## src/rtl/ula_pkg.sv

```systemverilog
// Shared opcode constants, FSM state type and flag bit positions for the ULA
// sequencer and its flag calculator.
package ula_pkg;

   localparam logic [4:0] OP_SOMA    = 5'b00000;
   localparam logic [4:0] OP_SOMA1   = 5'b00001;
   localparam logic [4:0] OP_INC     = 5'b00011;
   localparam logic [4:0] OP_SUB1    = 5'b00100;
   localparam logic [4:0] OP_SUB     = 5'b00101;
   localparam logic [4:0] OP_DEC     = 5'b00110;
   localparam logic [4:0] OP_SHL     = 5'b01000;
   localparam logic [4:0] OP_SAR     = 5'b01001;
   localparam logic [4:0] OP_ZERO    = 5'b10000;
   localparam logic [4:0] OP_PASSA_A = 5'b10101;

   localparam int FLAG_Z = 3;
   localparam int FLAG_C = 2;
   localparam int FLAG_N = 1;
   localparam int FLAG_O = 0;

   typedef enum logic [1:0] {
      OCIOSO,
      EXECUTA,
      DESLOCA,
      RESPONDE
   } estado_t;

   function automatic logic eh_opcode_valido(input logic [4:0] op);
      return !((op == 5'b00010) || (op == 5'b00111) ||
               ((op >= 5'b01010) && (op <= 5'b01111)));
   endfunction

   function automatic logic eh_deslocamento(input logic [4:0] op);
      return (op == OP_SHL) || (op == OP_SAR);
   endfunction

endpackage

```

## src/rtl/ula_calc_flags.sv

```systemverilog
// Combinational Z/C/N/O generator; recomputes carry and overflow from the
// operands so the status never depends on the ULA itself.
module ula_calc_flags
   import ula_pkg::*;
#(
   parameter int BITS_PALAVRA = 16
) (
   input  logic [4:0]              op_i,
   input  logic [BITS_PALAVRA:0]   a_i,
   input  logic [BITS_PALAVRA:0]   b_i,
   input  logic [BITS_PALAVRA:0]   result_i,
   input  logic                    carry_desl_i,
   output logic [3:0]              flags_o
);

   logic [BITS_PALAVRA:0]   bEfetivo;
   logic                    cin;
   logic                    aritmetica;
   logic [BITS_PALAVRA+1:0] soma;

   always_comb begin
      bEfetivo   = '0;
      cin        = 1'b0;
      aritmetica = 1'b1;
      unique case (op_i)
         OP_SOMA:  bEfetivo = b_i;
         OP_SOMA1: begin bEfetivo = b_i;  cin = 1'b1; end
         OP_INC:   cin = 1'b1;
         OP_SUB1:  bEfetivo = ~b_i;
         OP_SUB:   begin bEfetivo = ~b_i; cin = 1'b1; end
         OP_DEC:   bEfetivo = '1;
         default:  aritmetica = 1'b0;
      endcase

      soma = {1'b0, a_i} + {1'b0, bEfetivo} + {{(BITS_PALAVRA+1){1'b0}}, cin};

      flags_o         = '0;
      flags_o[FLAG_Z] = (result_i == '0);
      flags_o[FLAG_N] = result_i[BITS_PALAVRA];
      if (aritmetica) begin
         flags_o[FLAG_C] = (soma >> (BITS_PALAVRA + 1)) != '0;
         flags_o[FLAG_O] = (a_i[BITS_PALAVRA] == bEfetivo[BITS_PALAVRA]) &&
                           (result_i[BITS_PALAVRA] != a_i[BITS_PALAVRA]);
      end else if (eh_deslocamento(op_i)) begin
         flags_o[FLAG_C] = carry_desl_i;
      end
   end

endmodule

```

## src/rtl/ula_sequenciador.sv

```systemverilog
// Multi-cycle controller in front of the combinational ULA: one operation per
// handshake, multi-bit shifts as repeated 1-bit passes, registered result/flags.
module ula_sequenciador
   import ula_pkg::*;
#(
   parameter int BITS_PALAVRA  = 16,
   parameter int BITS_CONTROLE = 5,
   parameter int BITS_QTD      = 4
) (
   input  logic                     clk,
   input  logic                     rst_n,
   input  logic                     req_valid,
   output logic                     req_ready,
   input  logic [4:0]               req_op,
   input  logic [BITS_PALAVRA:0]    req_a,
   input  logic [BITS_PALAVRA:0]    req_b,
   input  logic [BITS_QTD-1:0]      req_qtd,
   output logic                     resp_valid,
   input  logic                     resp_ready,
   output logic [BITS_PALAVRA:0]    resp_resultado,
   output logic [3:0]               resp_flags,
   output logic                     resp_erro,
   output logic [BITS_PALAVRA:0]    ula_operandoA,
   output logic [BITS_PALAVRA:0]    ula_operandoB,
   output logic [BITS_CONTROLE:0]   ula_controle,
   input  logic [BITS_PALAVRA:0]    ula_resultado
);

   estado_t                 estado_q, estado_d;
   logic [4:0]              op_q, op_d;
   logic [BITS_PALAVRA:0]   a_q, a_d;
   logic [BITS_PALAVRA:0]   b_q, b_d;
   logic [BITS_QTD-1:0]     qtd_q, qtd_d;
   logic [BITS_PALAVRA:0]   resultado_q, resultado_d;
   logic [3:0]              flags_q, flags_d;
   logic                    erro_q, erro_d;

   logic [4:0]              opEfetivo;
   logic [BITS_PALAVRA:0]   ulaA;
   logic [BITS_PALAVRA:0]   ulaB;
   logic                    bitPerdido;
   logic [3:0]              flagsCalc;

   always_ff @(posedge clk or negedge rst_n) begin
      if (!rst_n) begin
         estado_q    <= OCIOSO;
         op_q        <= '0;
         a_q         <= '0;
         b_q         <= '0;
         qtd_q       <= '0;
         resultado_q <= '0;
         flags_q     <= '0;
         erro_q      <= 1'b0;
      end else begin
         estado_q    <= estado_d;
         op_q        <= op_d;
         a_q         <= a_d;
         b_q         <= b_d;
         qtd_q       <= qtd_d;
         resultado_q <= resultado_d;
         flags_q     <= flags_d;
         erro_q      <= erro_d;
      end
   end

   // a_q doubles as the shift accumulator while in DESLOCA.
   always_comb begin
      estado_d    = estado_q;
      op_d        = op_q;
      a_d         = a_q;
      b_d         = b_q;
      qtd_d       = qtd_q;
      resultado_d = resultado_q;
      flags_d     = flags_q;
      erro_d      = erro_q;
      opEfetivo   = OP_ZERO;
      ulaA        = '0;
      ulaB        = '0;
      bitPerdido  = 1'b0;

      unique case (estado_q)
         OCIOSO: begin
            if (req_valid) begin
               op_d     = req_op;
               a_d      = req_a;
               b_d      = req_b;
               qtd_d    = req_qtd;
               estado_d = (eh_deslocamento(req_op) && (req_qtd != '0)) ? DESLOCA : EXECUTA;
            end
         end
         EXECUTA: begin
            if (eh_opcode_valido(op_q)) begin
               opEfetivo = eh_deslocamento(op_q) ? OP_PASSA_A : op_q;
               ulaA      = a_q;
               ulaB      = b_q;
            end
            resultado_d = ula_resultado;
            flags_d     = flagsCalc;
            erro_d      = !eh_opcode_valido(op_q);
            estado_d    = RESPONDE;
         end
         DESLOCA: begin
            opEfetivo  = op_q;
            ulaA       = a_q;
            bitPerdido = (op_q == OP_SHL) ? a_q[BITS_PALAVRA] : a_q[0];
            a_d        = ula_resultado;
            qtd_d      = qtd_q - {{(BITS_QTD-1){1'b0}}, 1'b1};
            if (qtd_q == {{(BITS_QTD-1){1'b0}}, 1'b1}) begin
               resultado_d = ula_resultado;
               flags_d     = flagsCalc;
               erro_d      = 1'b0;
               estado_d    = RESPONDE;
            end
         end
         RESPONDE: begin
            if (resp_ready) begin
               estado_d = OCIOSO;
            end
         end
         default: estado_d = OCIOSO;
      endcase
   end

   ula_calc_flags #(
      .BITS_PALAVRA (BITS_PALAVRA)
   ) u_calc_flags (
      .op_i         (opEfetivo),
      .a_i          (ulaA),
      .b_i          (ulaB),
      .result_i     (ula_resultado),
      .carry_desl_i (bitPerdido),
      .flags_o      (flagsCalc)
   );

   assign req_ready      = (estado_q == OCIOSO);
   assign resp_valid     = (estado_q == RESPONDE);
   assign resp_resultado = resultado_q;
   assign resp_flags     = flags_q;
   assign resp_erro      = erro_q;
   assign ula_operandoA  = ulaA;
   assign ula_operandoB  = ulaB;
   assign ula_controle   = {{(BITS_CONTROLE-4){1'b0}}, opEfetivo};

endmodule

```

## config.mk

```make
export PLATFORM = sky130hd
export DESIGN_NAME = ula_sequenciador
export DESIGN_NICKNAME = d
export VERILOG_FILES = /design/src/rtl/ula_pkg.sv /design/src/rtl/ula_calc_flags.sv /design/src/rtl/ula_sequenciador.sv
export SDC_FILE = /design/constraint.sdc
export NUM_CORES = 1
export LEC_CHECK = 0
export ABC_AREA = 0
export CAP_MARGIN = 20
export CELL_PAD_IN_SITES_DETAIL_PLACEMENT = 2
export CELL_PAD_IN_SITES_GLOBAL_PLACEMENT = 2
export CORE_AREA = 2 2 124 114
export CTS_CLUSTER_DIAMETER = 200
export DETAILED_ROUTE_END_ITERATION = 10
export DIE_AREA = 0 0 126 116
export GPL_ROUTABILITY_DRIVEN = 0
export PLACE_DENSITY = 0.93
export SLEW_MARGIN = 15
export SYNTH_ARGS = -nofsm -noshare
export SYNTH_HDL_FRONTEND = slang
export SYNTH_SLANG_ARGS = --single-unit
```

## constraint.sdc

```tcl
create_clock -name clk -period 7.5 [get_ports clk]
set_clock_uncertainty 0.2 [all_clocks]
set_input_delay 1.5 -clock clk [delete_from_list [all_inputs] [get_ports clk]]
set_output_delay 1.5 -clock clk [all_outputs]
set_load 0.05 [all_outputs]
```

==> metrics list <==
- The routed design has 14100 µm of wire.
- The run finished with clean final reports.
- Worst-path cell chain: inv_1 -> ha_1 -> inv_1 -> a221oi_4 -> o21a_2 -> and2_1 -> clkdlybuf4s50_1
* Area occupied by multi-input gates: 2260 µm²
- Finished layout cell area: 5800 µm²
- Area growth syn-to-layout: 42.6%
- The tree is rooted in a sky130_fd_sc_hd__clkbuf_16.
* Buffer depth of the longest clock path: 2
* Leading post-synthesis cells by instance count: 66 x sky130_fd_sc_hd__dfrtp_1, 40 x sky130_fd_sc_hd__mux2_2, 37 x sky130_fd_sc_hd__and2_1, 37 x sky130_fd_sc_hd__o21ai_0, 32 x sky130_fd_sc_hd__nand2_1
- Once detail routing completed, the nets flagged for antenna violations numbered 0.
- The number of hold buffers added after CTS was 0.
* Die boundary height: 116 µm
* Top area cells in the synthesized netlist: sky130_fd_sc_hd__dfrtp_1 41%, sky130_fd_sc_hd__mux2_2 11%, sky130_fd_sc_hd__ha_1 7.4%
- Final HPWL from detailed placement: 10900 µm
- Initial standard-cell utilization of the core: 30.8%
- Once placement finished, the instance area stood at 5440 µm².
- Max-cap violations in this run came to 0.
- Total track usage: 20.3%
- The routed layout has 3577 vias.
* H-tree lvl count: 3
* Shortest period the worst path allows: 5.27 ns
- Buffers on Ports: 126
- Num CTS Buffers: 9
- Async set-reset flop share out of synthesis: 100%
* Most numerous cell in the Yosys netlist: sky130_fd_sc_hd__dfrtp_1
- Leakage dissipation: 2.36 nW
- The mapped netlist covers 4070 µm².
* Post-Syn Instances: 400
* Ratio of cells with drive above 1 in the final layout: 13.4%
- The count of endpoints failing hold in the final timing report was 0.
* Final Core Density: 43.9%
- Pin placement for this block handled 128 I/O pins.
* Master of the slowest instance on the critical path: sky130_fd_sc_hd__clkdlybuf4s50_1
- Summing all flip-flop and latch instances after layout gives 1650 µm².
* Share of the synthesized area in the top cell type: 40.6%
- Yosys cell types: 53
- Worst path required time: 5.80 ns
* Buffer count from post-CTS setup fixing: 0
* Crit-path max FO: 19
- Count of nets after finishing: 606
* Full die area: 14600 µm²
- Of the available clock period, the critical path in the final layout requires 70.3%.
- Number of diodes: 0
- Share of the yosys chip area belonging to registers: 40.6%
- TritonCTS built the clock tree.
- Violation count after the first detailed-routing iteration: 90
- Mean number of vias per cell: 5.18
* Global-route wire length before repair: 22900 µm
- DR pass1 iterations: 4
- In the synthesized netlist the dominant register cell turns out to be sky130_fd_sc_hd__dfrtp_1.
- Setup violations remaining at the end of the flow were counted as 0.
- Worst-Skew Late Latency: 0.34 ns
* Startpoint-to-endpoint class of the critical path: flip-flop to output port
- Counting flops and latches in the post-synthesis netlist gives 66.
- Antenna violations before repair: 0
- CP startpoint: estado_q[1]
- EDFF count, synth: 0
- Net count of the mapped netlist: 488
- Routed length per placed instance: 20.5 µm
* Yosys Warn Count: 0
* Max frequency: 190 MHz
* Pin count of the biggest net entering global routing: 67
* Average size of a mapped cell: 10.2 µm²
* Pre-CTS WS: 2.59 ns
- Total congestion overflow: 0
- Slew of the pin with the lowest slew margin: 0.874 ns
- Data arrival time of the worst path: 3.57 ns
- The startpoint identified for the worst register-to-register timing path is estado_q[0].
* Sinks on Clock Net: 66
- Hold wc startpoint: a_q[10]
- Die width: 126 µm
- Remaining design rule violation count: 0
- In this run the power density over the cells is 551 nW/µm².
* VDD IR max: 0.000232 V
- STA classifies the critical path startpoint as a flip-flop.
- Num rows: 40
- The tightest hold path in the finished design has a slack of 0.279 ns.
- The number of cells on the worst reg-to-reg path is 15.
- Gates resized during post-CTS repair numbered 0.
* Most frequent cell on the critical path: sky130_fd_sc_hd__inv_1
- Counting the fill cells in the layout gives 1380.
- Final setup margin: 2.23 ns
- In this run the worst hold path is classified as flip-flop to flip-flop.
- Summed over all failing endpoints, the final setup total negative slack is 0 ns.
- Library cell with the largest summed area after synthesis: sky130_fd_sc_hd__dfrtp_1
- The worst hold path was traced through 2 stages.
* Sort of element at the end of the critical path: output port
* Vias in the first global route: 4010
* Final max-slew violation count: 0
- After clock tree synthesis, the clock-pin slew on the worst setup and hold paths is 0.06 ns.
* RSZ-0062 raised after global routing: no
- The core region is 13200 µm².
- The worst pin sits at a relative slew slack of 41.7%.
- In this design, the stage delay of the slowest critical-path cell is 0.86 ns.
[placed cells by master (no fill, tap or decap), types with 3 or more instances in the layout]
master / synthesis / layout
sky130_fd_sc_hd__a21oi_1: 10 / 10
sky130_fd_sc_hd__and2_1: 37 / 37
sky130_fd_sc_hd__buf_4: 3 / 3
sky130_fd_sc_hd__clkbuf_16: 0 / 9
sky130_fd_sc_hd__clkdlybuf4s50_1: 0 / 125
sky130_fd_sc_hd__dfrtp_1: 66 / 66
sky130_fd_sc_hd__ha_1: 24 / 24
sky130_fd_sc_hd__inv_1: 10 / 10
sky130_fd_sc_hd__mux2_2: 40 / 40
sky130_fd_sc_hd__mux2i_1: 19 / 18
sky130_fd_sc_hd__nand2_1: 32 / 32
sky130_fd_sc_hd__nand3_1: 4 / 4
sky130_fd_sc_hd__nand4_1: 5 / 5
sky130_fd_sc_hd__nor2_1: 6 / 6
sky130_fd_sc_hd__nor3_1: 3 / 3
sky130_fd_sc_hd__nor4_1: 5 / 5
sky130_fd_sc_hd__o21a_1: 5 / 5
sky130_fd_sc_hd__o21ai_0: 37 / 37
sky130_fd_sc_hd__o21ai_1: 11 / 11
sky130_fd_sc_hd__o22a_1: 3 / 3
sky130_fd_sc_hd__o22ai_1: 3 / 3
sky130_fd_sc_hd__xnor2_1: 19 / 19
[state kept, by name (all words and copies together), names as in the netlist]
register        flops
op_q                5
resp_flags          4
qtd_q               4
a_q                17
resp_erro           1
b_q                17
estado_q            2
resp_resultado     16
[through the flow]
step / instances / power [mW]
global placement: 673 / 2.62
CTS: 689 / 3.22
floorplan: 400 / 2.07
finish: 691 / 3.19
global route: 691 / 3.40
detailed placement: 673 / 2.73
[power by group]
| part | switching [mW] | internal, mW |
|---|---|---|
| Clock | 0.170 | 0.294 |
| Combinational | 1.29 | 0.758 |
| Sequential | 0.141 | 0.536 |
[logic make-up (layout without fill, tap and decap cells)]
group	after synthesis	in the layout	share of synthesized area (%)
other	1	1	0.0922
DFF	66	66	40.6
and+or+nand+nor	103	103	13.5
muxes	59	59	15.8
xor gates and xnor gates	19	19	4.09
adders and majority gates	24	24	7.39
buffers and inverters	35	158	3.88
AOI/OAI and AO/OA	93	93	14.7
[critical path: cells and delay by family (launching register included)]
| family | cells | cell delay, ns |
|---|---|---|
| buf+inv | 3 | 1.14 |
| compound gates | 2 | 0.98 |
| fa+ha+maj | 1 | 0.44 |
| flops | 1 | 0.42 |
| simple gates | 1 | 0.25 |
[area by class of cell]
| cell class | instances | area share (%) |
|---|---|---|
| multi-input cells | 299 | 39.0 |
| flip-flops and latches | 66 | 28.5 |
| repair buffers | 131 | 22.6 |
| clock buffers | 9 | 3.89 |
| well taps | 168 | 3.63 |
| clock inverters | 7 | 1.73 |
| inverters | 11 | 0.712 |
[worst paths after layout]
check / end / slack [ns]
min in group asynchronous: qtd_q[3] / 1.17
worst max-delay path: ula_operandoA[16] / 2.23
worst min register to register: a_q[10] / 0.28
worst min-delay path: a_q[10] / 0.28
worst max register to register: resp_flags[2] / 2.73
max in group asynchronous: b_q[4] / 5.37
[per-layer routing]
layer	part of all wire, %	track usage, %	vias up
li1	-	-	1674
met1	44	24.8	1798
met2	51	36.2	93
met3	4.7	5.26	12
met4	1.1	4.69	0
met5	0	0	-
No activity file was read; power rests on OpenSTA's default activity.
